==> src/rtl/led_source_arbiter.sv <==
// Frame-synchronous LED colour source selector with valid/ready streaming,
// a registered output stage and per-frame brightness fade between sources.
module led_source_arbiter #(
    parameter int COLOR_WIDTH = 8,
    parameter int NUM_SOURCES = 4,
    parameter int NUM_LEDS    = 50,
    parameter int FADE_LOG2   = 2
) (
    input  logic                                 clk_in,
    input  logic                                 rst_n_in,
    input  logic [$clog2(NUM_SOURCES)-1:0]       sel_in,
    input  logic                                 override_in,
    input  logic [$clog2(NUM_SOURCES)-1:0]       override_src_in,
    input  logic [NUM_SOURCES*COLOR_WIDTH-1:0]   src_red_in,
    input  logic [NUM_SOURCES*COLOR_WIDTH-1:0]   src_green_in,
    input  logic [NUM_SOURCES*COLOR_WIDTH-1:0]   src_blue_in,
    input  logic [NUM_SOURCES-1:0]               src_valid_in,
    output logic [NUM_SOURCES-1:0]               src_ready_out,
    output logic [COLOR_WIDTH-1:0]               red_out,
    output logic [COLOR_WIDTH-1:0]               green_out,
    output logic [COLOR_WIDTH-1:0]               blue_out,
    output logic                                 color_valid_out,
    input  logic                                 color_ready_in,
    output logic                                 frame_done_out,
    output logic [$clog2(NUM_SOURCES)-1:0]       active_src_out,
    output logic [FADE_LOG2:0]                   fade_level_out
);

    localparam int SW   = $clog2(NUM_SOURCES);
    localparam int LW   = FADE_LOG2 + 1;
    localparam int PW   = COLOR_WIDTH + FADE_LOG2 + 1;
    localparam int CNTW = (NUM_LEDS > 1) ? $clog2(NUM_LEDS) : 1;
    localparam logic [LW-1:0]   L_MAX    = LW'(1 << FADE_LOG2);
    localparam logic [CNTW-1:0] LAST_PIX = CNTW'(NUM_LEDS - 1);

    typedef enum logic [1:0] {ST_RUN, ST_FADE_OUT, ST_FADE_IN} state_t;

    state_t                 state_q;
    logic [SW-1:0]          active_q;
    logic [LW-1:0]          level_q;
    logic [CNTW-1:0]        cnt_q;
    logic [COLOR_WIDTH-1:0] red_q;
    logic [COLOR_WIDTH-1:0] green_q;
    logic [COLOR_WIDTH-1:0] blue_q;
    logic                   valid_q;
    logic                   done_q;

    logic                   ready;
    logic                   accept;
    logic                   boundary;
    logic [SW-1:0]          req_raw;
    logic [SW-1:0]          req;
    logic [LW-1:0]          level_up;
    logic [LW-1:0]          level_dn;
    logic [COLOR_WIDTH-1:0] cur_red;
    logic [COLOR_WIDTH-1:0] cur_green;
    logic [COLOR_WIDTH-1:0] cur_blue;

    function automatic logic [COLOR_WIDTH-1:0] scale(input logic [COLOR_WIDTH-1:0] c,
                                                     input logic [LW-1:0] l);
        logic [PW-1:0] prod;
        prod  = PW'(c) * PW'(l);
        scale = COLOR_WIDTH'(prod >> FADE_LOG2);
    endfunction

    assign ready    = !valid_q || color_ready_in;
    assign accept   = src_valid_in[active_q] && ready;
    assign boundary = accept && (cnt_q == LAST_PIX);

    assign cur_red   = src_red_in[active_q*COLOR_WIDTH +: COLOR_WIDTH];
    assign cur_green = src_green_in[active_q*COLOR_WIDTH +: COLOR_WIDTH];
    assign cur_blue  = src_blue_in[active_q*COLOR_WIDTH +: COLOR_WIDTH];

    // Out-of-range requests collapse to "stay on the current source".
    assign req_raw  = override_in ? override_src_in : sel_in;
    assign req      = ({1'b0, req_raw} < (SW+1)'(NUM_SOURCES)) ? req_raw : active_q;
    assign level_up = level_q + LW'(1);
    assign level_dn = level_q - LW'(1);

    generate
        for (genvar gi = 0; gi < NUM_SOURCES; gi++) begin : g_ready
            assign src_ready_out[gi] = ready && (active_q == SW'(gi));
        end
    endgenerate

    // Source/fade state machine; only moves on the last pixel of a frame.
    always_ff @(posedge clk_in or negedge rst_n_in) begin
        if (!rst_n_in) begin
            state_q  <= ST_RUN;
            active_q <= '0;
            level_q  <= L_MAX;
        end else if (boundary) begin
            if (override_in) begin
                state_q  <= ST_RUN;
                active_q <= req;
                level_q  <= L_MAX;
            end else if (FADE_LOG2 == 0) begin
                active_q <= req;
            end else begin
                case (state_q)
                    ST_RUN: begin
                        if (req != active_q) begin
                            level_q <= level_dn;
                            state_q <= ST_FADE_OUT;
                        end
                    end
                    ST_FADE_OUT: begin
                        if (req == active_q) begin
                            level_q <= level_up;
                            state_q <= (level_up == L_MAX) ? ST_RUN : ST_FADE_IN;
                        end else begin
                            level_q <= level_dn;
                            if (level_dn == '0) begin
                                active_q <= req;
                                state_q  <= ST_FADE_IN;
                            end
                        end
                    end
                    ST_FADE_IN: begin
                        if (req != active_q) begin
                            // Already black: retarget without going below zero.
                            if (level_q == '0) begin
                                active_q <= req;
                            end else begin
                                level_q <= level_dn;
                                if (level_dn == '0) begin
                                    active_q <= req;
                                end else begin
                                    state_q <= ST_FADE_OUT;
                                end
                            end
                        end else begin
                            level_q <= level_up;
                            if (level_up == L_MAX) begin
                                state_q <= ST_RUN;
                            end
                        end
                    end
                    default: state_q <= ST_RUN;
                endcase
            end
        end
    end

    always_ff @(posedge clk_in or negedge rst_n_in) begin
        if (!rst_n_in) begin
            red_q   <= '0;
            green_q <= '0;
            blue_q  <= '0;
            valid_q <= 1'b0;
            done_q  <= 1'b0;
            cnt_q   <= '0;
        end else begin
            done_q <= boundary;
            if (accept) begin
                red_q   <= scale(cur_red, level_q);
                green_q <= scale(cur_green, level_q);
                blue_q  <= scale(cur_blue, level_q);
                valid_q <= 1'b1;
                cnt_q   <= boundary ? '0 : cnt_q + CNTW'(1);
            end else if (color_ready_in) begin
                valid_q <= 1'b0;
            end
        end
    end

    assign red_out         = red_q;
    assign green_out       = green_q;
    assign blue_out        = blue_q;
    assign color_valid_out = valid_q;
    assign frame_done_out  = done_q;
    assign active_src_out  = active_q;
    assign fade_level_out  = level_q;

endmodule

==> config.mk <==
export PLATFORM = sky130hd
export DESIGN_NAME = led_source_arbiter
export DESIGN_NICKNAME = d
export VERILOG_FILES = /design/src/rtl/led_source_arbiter.sv
export SDC_FILE = /design/constraint.sdc
export NUM_CORES = 1
export LEC_CHECK = 0
export BUFFER_PORTS_ARGS = -buffer_cell sky130_fd_sc_hd__clkbuf_2
export CORE_AREA = 2 2 93 95
export DETAILED_ROUTE_END_ITERATION = 6
export DIE_AREA = 0 0 95 97
export PLACE_DENSITY = 0.88
export RECOVER_POWER = 25
export SYNTH_ARGS = -nofsm -noshare
export SYNTH_HDL_FRONTEND = slang
export SYNTH_SLANG_ARGS = --single-unit
==> constraint.sdc <==
create_clock -name clk_in -period 5.28 [get_ports clk_in]
set_input_delay 0.264 -clock clk_in [delete_from_list [all_inputs] [get_ports clk_in]]
set_output_delay 0.264 -clock clk_in [all_outputs]
set_load 0.01 [all_outputs]
# --- Word-level counts from Yosys, hierarchy flattened ---
# Cells that the tools add are included.
# Widths: inputs -> output; s select.
word_totals:
  register_bits: 39
  in_bits: 108
  out_inout_bits: 35
  word_cells: 81
classes:
  add_sub_neg: 3
  multipliers: 3
  magnitude_cmp: 1
  eq_ne: 16
  shifts: 3
  n_mux: 28
  reduce_logical: 18
ops:
  columns: ["cell", "count"]
  rows:
  - ["$shiftx 32x6->8", 3]
  - ["$mul 8x3->10", 3]
  - ["$mux 2", 15]
  - ["$ne 4x4->1 const B", 4]
  - ["$mux 3", 5]
  - ["$ne 3x3->1 const B", 3]
  - ["$pmux 3 s3", 1]
  - ["$reduce_and 4->1", 2]
  - ["$add 6x1->6 const B", 1]
  - ["$eq 2x2->1 const B", 3]
  - ["$eq 6x6->1 const B", 1]
  - ["$logic_and 1x1->1", 6]
  - ["$logic_not 3->1", 2]
  - ["$mux 6", 1]
  - ["$pmux 2 s3", 1]
  - ["$reduce_and 6->1", 1]
  - ["$eq 2x1->1 const B", 2]
  - ["$logic_not 2->1", 2]
  - ["$pmux 2 s2", 1]
  - ["$reduce_bool 4->1", 1]
  - ["$add 3x1->3 const B", 1]
  - ["$eq 3x3->1 const B", 1]
  - ["$lt 2x3->1 const B", 1]
  - ["$mux 1", 3]
  - ["8 further kinds", 8]

# --- Depth between registers and ports, before layout ---
depth:
  word_depth: 7
  ltp_mapped: 14
  ltp_nobuf: 12

# --- Worst setup path before layout ---
# No wires, ideal clock.
synth_timing:
  kind: "reg2reg"
  startpoint: "register active_q[0], in the netlist active_src_out[0]"
  endpoint: "register blue_q[6], in the netlist blue_out[6]"
  setup_ps: 136
  arrival_ps: 3699
  required_ps: 5144
  slack_ps: 1445
  path_stages_with_launch: 14
  n_path_buf: 2
  period_less_slack_ps: 3835
  cell_sequence: "dfrtp_1 -> buf_2 -> buf_2 -> mux4_2 -> and2_1 -> fa_1 -> ha_1 -> fa_1 -> a21o_1 -> a21oi_1 -> o21bai_1 -> a21oi_1 -> xor2_1 -> o21ai_0"
synth_via:
  elab_chain_cells: 3
  word_cells_on_any_way: 5
  classes_between: "mul (1); shift (1); mux (2); reduce/logical (1)"
synth_lines:
  columns: ["element", "line_no", "source"]
  rows:
  - ["from (decl)", "39", "logic [SW-1:0] active_q;"]
  - ["from (signal assigned)", "95", "active_q <= req;"]
  - ["from (signal assigned)", "98", "active_q <= req;"]
  - ["from (signal assigned)", "114", "active_q <= req;"]
  - ["parallel branches: the longest is 3 deep, another holds $mul 8x3->10", null, null]
  - ["to (signal assigned)", "158", "blue_q <= scale(cur_blue, level_q);"]
  - ["to (decl)", "44", "logic [COLOR_WIDTH-1:0] blue_q;"]
# Parallel ways; which one is timed is not known. The select of a mux whose other input is x is not followed.
# A chain may end at the register's enable or synchronous reset.

# --- Final worst setup path ---
# Same ends and word-level chain as after synthesis.

==> summary.txt <==
Via Count: 3,763
Die ar.: 9220 µm²
CTS tree: done
Setup CP Type: reg -> reg
RSZ-0062 raised after global routing: no
reg2reg end: blue_out[6]
combinational group share of total power: 0.649
f_max: 0.257 GHz
CP bufs+invs: 0
Period minus WS final: 3.88 ns
CTS resizes: 0
die height: 97 µm
residual DRC count: 0
crit start category: flop
FF-to-FF setup slack: 1.40 ns
clock latency on the worst-skew pair: 0.30 ns
Antenna Nets Post-Route: 0
Net Sw Power: 1110 µW
type of the most critical hold path: in -> reg
Int Power: 1210 µW
Main synth FF type: dfrtp_1
largest net degree at the start of global routing: 52
Yosys cell types: 48
sequential power share: 0.262
Synth warnings: 0
most common cell after layout, fill and taps aside: clkbuf_2
P_leak: 0.00256 µW
root buf cell: clkbuf_8
clock skew: 0.0147 ns
# diodes: 0
Syn-to-layout area delta: 20.9%
total of max-cap violations: 1
Design Area, Final: 4990 µm²
register bit total from synthesis: 39
Tcrit/Tclk final: 0.736
outcome: finished with violations
worst vdd ir: 0.215 mV
layout cell share with drive strength beyond 1: 0.313
routed vias/inst: 5.48
endpoints failing setup: 0
Fin Setup TNS: 0 ns
WP data required: 5.44 ns
critical-path cell list: mux4_2, and2_1, fa_1, ha_1, fa_1, a21o_1, a21oi_1, o21bai_1, a21oi_1, xor2_1, o21ai_0
GR Util All Layers: 0.248
Tot Pwr: 2320 µW
CTS clk-pin slew, worst paths: 0.08 ns
CP max stage delay: 0.86 ns
Fin. Hold Viols: 0
Synth Instances: 451
FP Rows: 33
syn_area_per_cell: 9.16 µm²
Initial Util: 0.508
first-pass iteration count of the detailed router: 5
Avg WL per Cell: 15.8 µm
global-route wire length before repair: 18,200 µm
postcts setup bufs: 0
hold_buf cts: 0
Slowest cell on crit path: dfrtp_2
die width: 95 µm
Seq/Total Area, Yosys: 0.237
min-delay src: sel_in[0]
Worst Setup End Kind: flop
H-tree lvl count: 2
CP top delay family: adder cells
placer congestion estimate: 0.942
Placed Area: 4910 µm²
# port buffers: 142
hold depth: 3
post-DP HPWL: 9070 µm
number of synthesized flops with an enable pin: 0
# nets final: 746
syn nets: 615
failing checks: capacitance limit, slew limit
number of DRC markers in iteration 0: 189
ys async rst share: 1.00
Post-Syn Area: 4130 µm²
commonest non-fill, non-tap cells in the layout: clkbuf_2 (141), nand2_1 (84), inv_1 (40), dfrtp_1 (37), ha_1 (35)
arrival time worst endpoint: 4.04 ns
Hold Path End: active_src_out[0]
clk buf depth: 2
Overflow after GRT: 0
max-slew violation count: 40
WL final: 10,800 µm
crit path max fanout: 27
worst slew pin tran: 2.12 ns
clk sink count: 39
clock power share: 0.089
initial antenna violation count: 0
power density over the cells: 465 nW/µm²
Slew HR: -0.416
sw frac: 0.478
IO Pins: 143
vias in the first global route: 3,928
worst reg2reg path depth: 11
Worst R2R Start: active_src_out[0]
TritonCTS Buffers: 5
Core ar.: 8130 µm²
tightest hold or removal path: stages:
cell and delay [ns]:
clkbuf_2 0.09, a22oi_1 0.06, o21ai_0 0.13
flip-flops by register name (all words and copies together), names as in the netlist:
register / flops
state_q: 2
frame_done_out: 1
color_valid_out: 1
active_src_out: 2
red_out: 8
cnt_q: 6
blue_out: 8
fade_level_out: 3
green_out: 8
cell families (layout without fill, tap and decap cells):
family                   after synthesis  after routing  synth area share
flip-flops                            39             39             0.237
XOR/XNOR                              21             21            0.0445
adder cells (fa/ha/maj)               56             56             0.208
AO/OA/AOI/OAI                         80             80             0.122
buffers and inverters                 61            192            0.0576
multiplexers                          29             29             0.147
AND/OR/NAND/NOR                      165            165             0.184
how the worst max path moves through the flow:
stage,start,end,slack (ns),depth (start not counted)
global route,active_src_out[0],blue_out[6],1.10,11
detailed placement,active_src_out[0],blue_out[6],1.37,11
floorplan,active_src_out[0],blue_out[6],1.45,13
CTS,active_src_out[0],blue_out[6],1.37,11
global placement,active_src_out[0],blue_out[6],1.53,11
finish,active_src_out[0],blue_out[6],1.40,11
final cells by class:
type | count | area, µm²
clock buffers | 6 | 82.6
clock inverters | 1 | 5.00
fillers | 681 | 3140
inverters | 40 | 150
multi-input cells | 351 | 2920
flip-flops and latches | 39 | 978
well taps | 105 | 131
repair buffers | 145 | 732
layer usage:
metal	share of wire	track usage
met1	0.42	0.324
met2	0.49	0.426
met3	0.070	0.0350
met4	0.020	0.0713
met5	0	0
synthesized netlist by cell type, drive strengths merged, types with 5 or more instances:
library cell | number | share of area
dfrtp | 38 | 0.23
buf | 8 | 0.0094
fa | 21 | 0.10
inv | 40 | 0.036
nand2 | 84 | 0.076
nor3 | 8 | 0.0097
o31ai | 5 | 0.0091
a21o | 5 | 0.0091
clkbuf | 13 | 0.012
o21ai | 29 | 0.036
xor2 | 14 | 0.030
and2 | 27 | 0.042
xnor2 | 7 | 0.015
ha | 35 | 0.11
and3 | 6 | 0.0091
nor2 | 24 | 0.022
mux4 | 25 | 0.14
a21oi | 13 | 0.016
power groups by stage:
stage | clock network, µW | registers, µW | logic (µW)
after floorplan | 0 | 569 | 1100
after global placement | 0 | 604 | 1420
after detailed placement | 0 | 617 | 1500
after CTS | 214 | 612 | 1510
after global routing | 226 | 639 | 1710
final | 208 | 609 | 1510
metrics by stage:
step | setup slack, ns | instances | utilization | hold WS (ns)
floorplan | 1.45 | 451 | - | -0.0316
global placement | 1.53 | 680 | 0.603 | 0.457
detailed placement | 1.37 | 680 | 0.603 | 0.467
CTS | 1.37 | 687 | 0.614 | 0.159
global route | 1.10 | 687 | 0.614 | 0.297
finish | 1.40 | 687 | 0.614 | 0.267
Note: power is estimated with default switching activity, not from simulation.
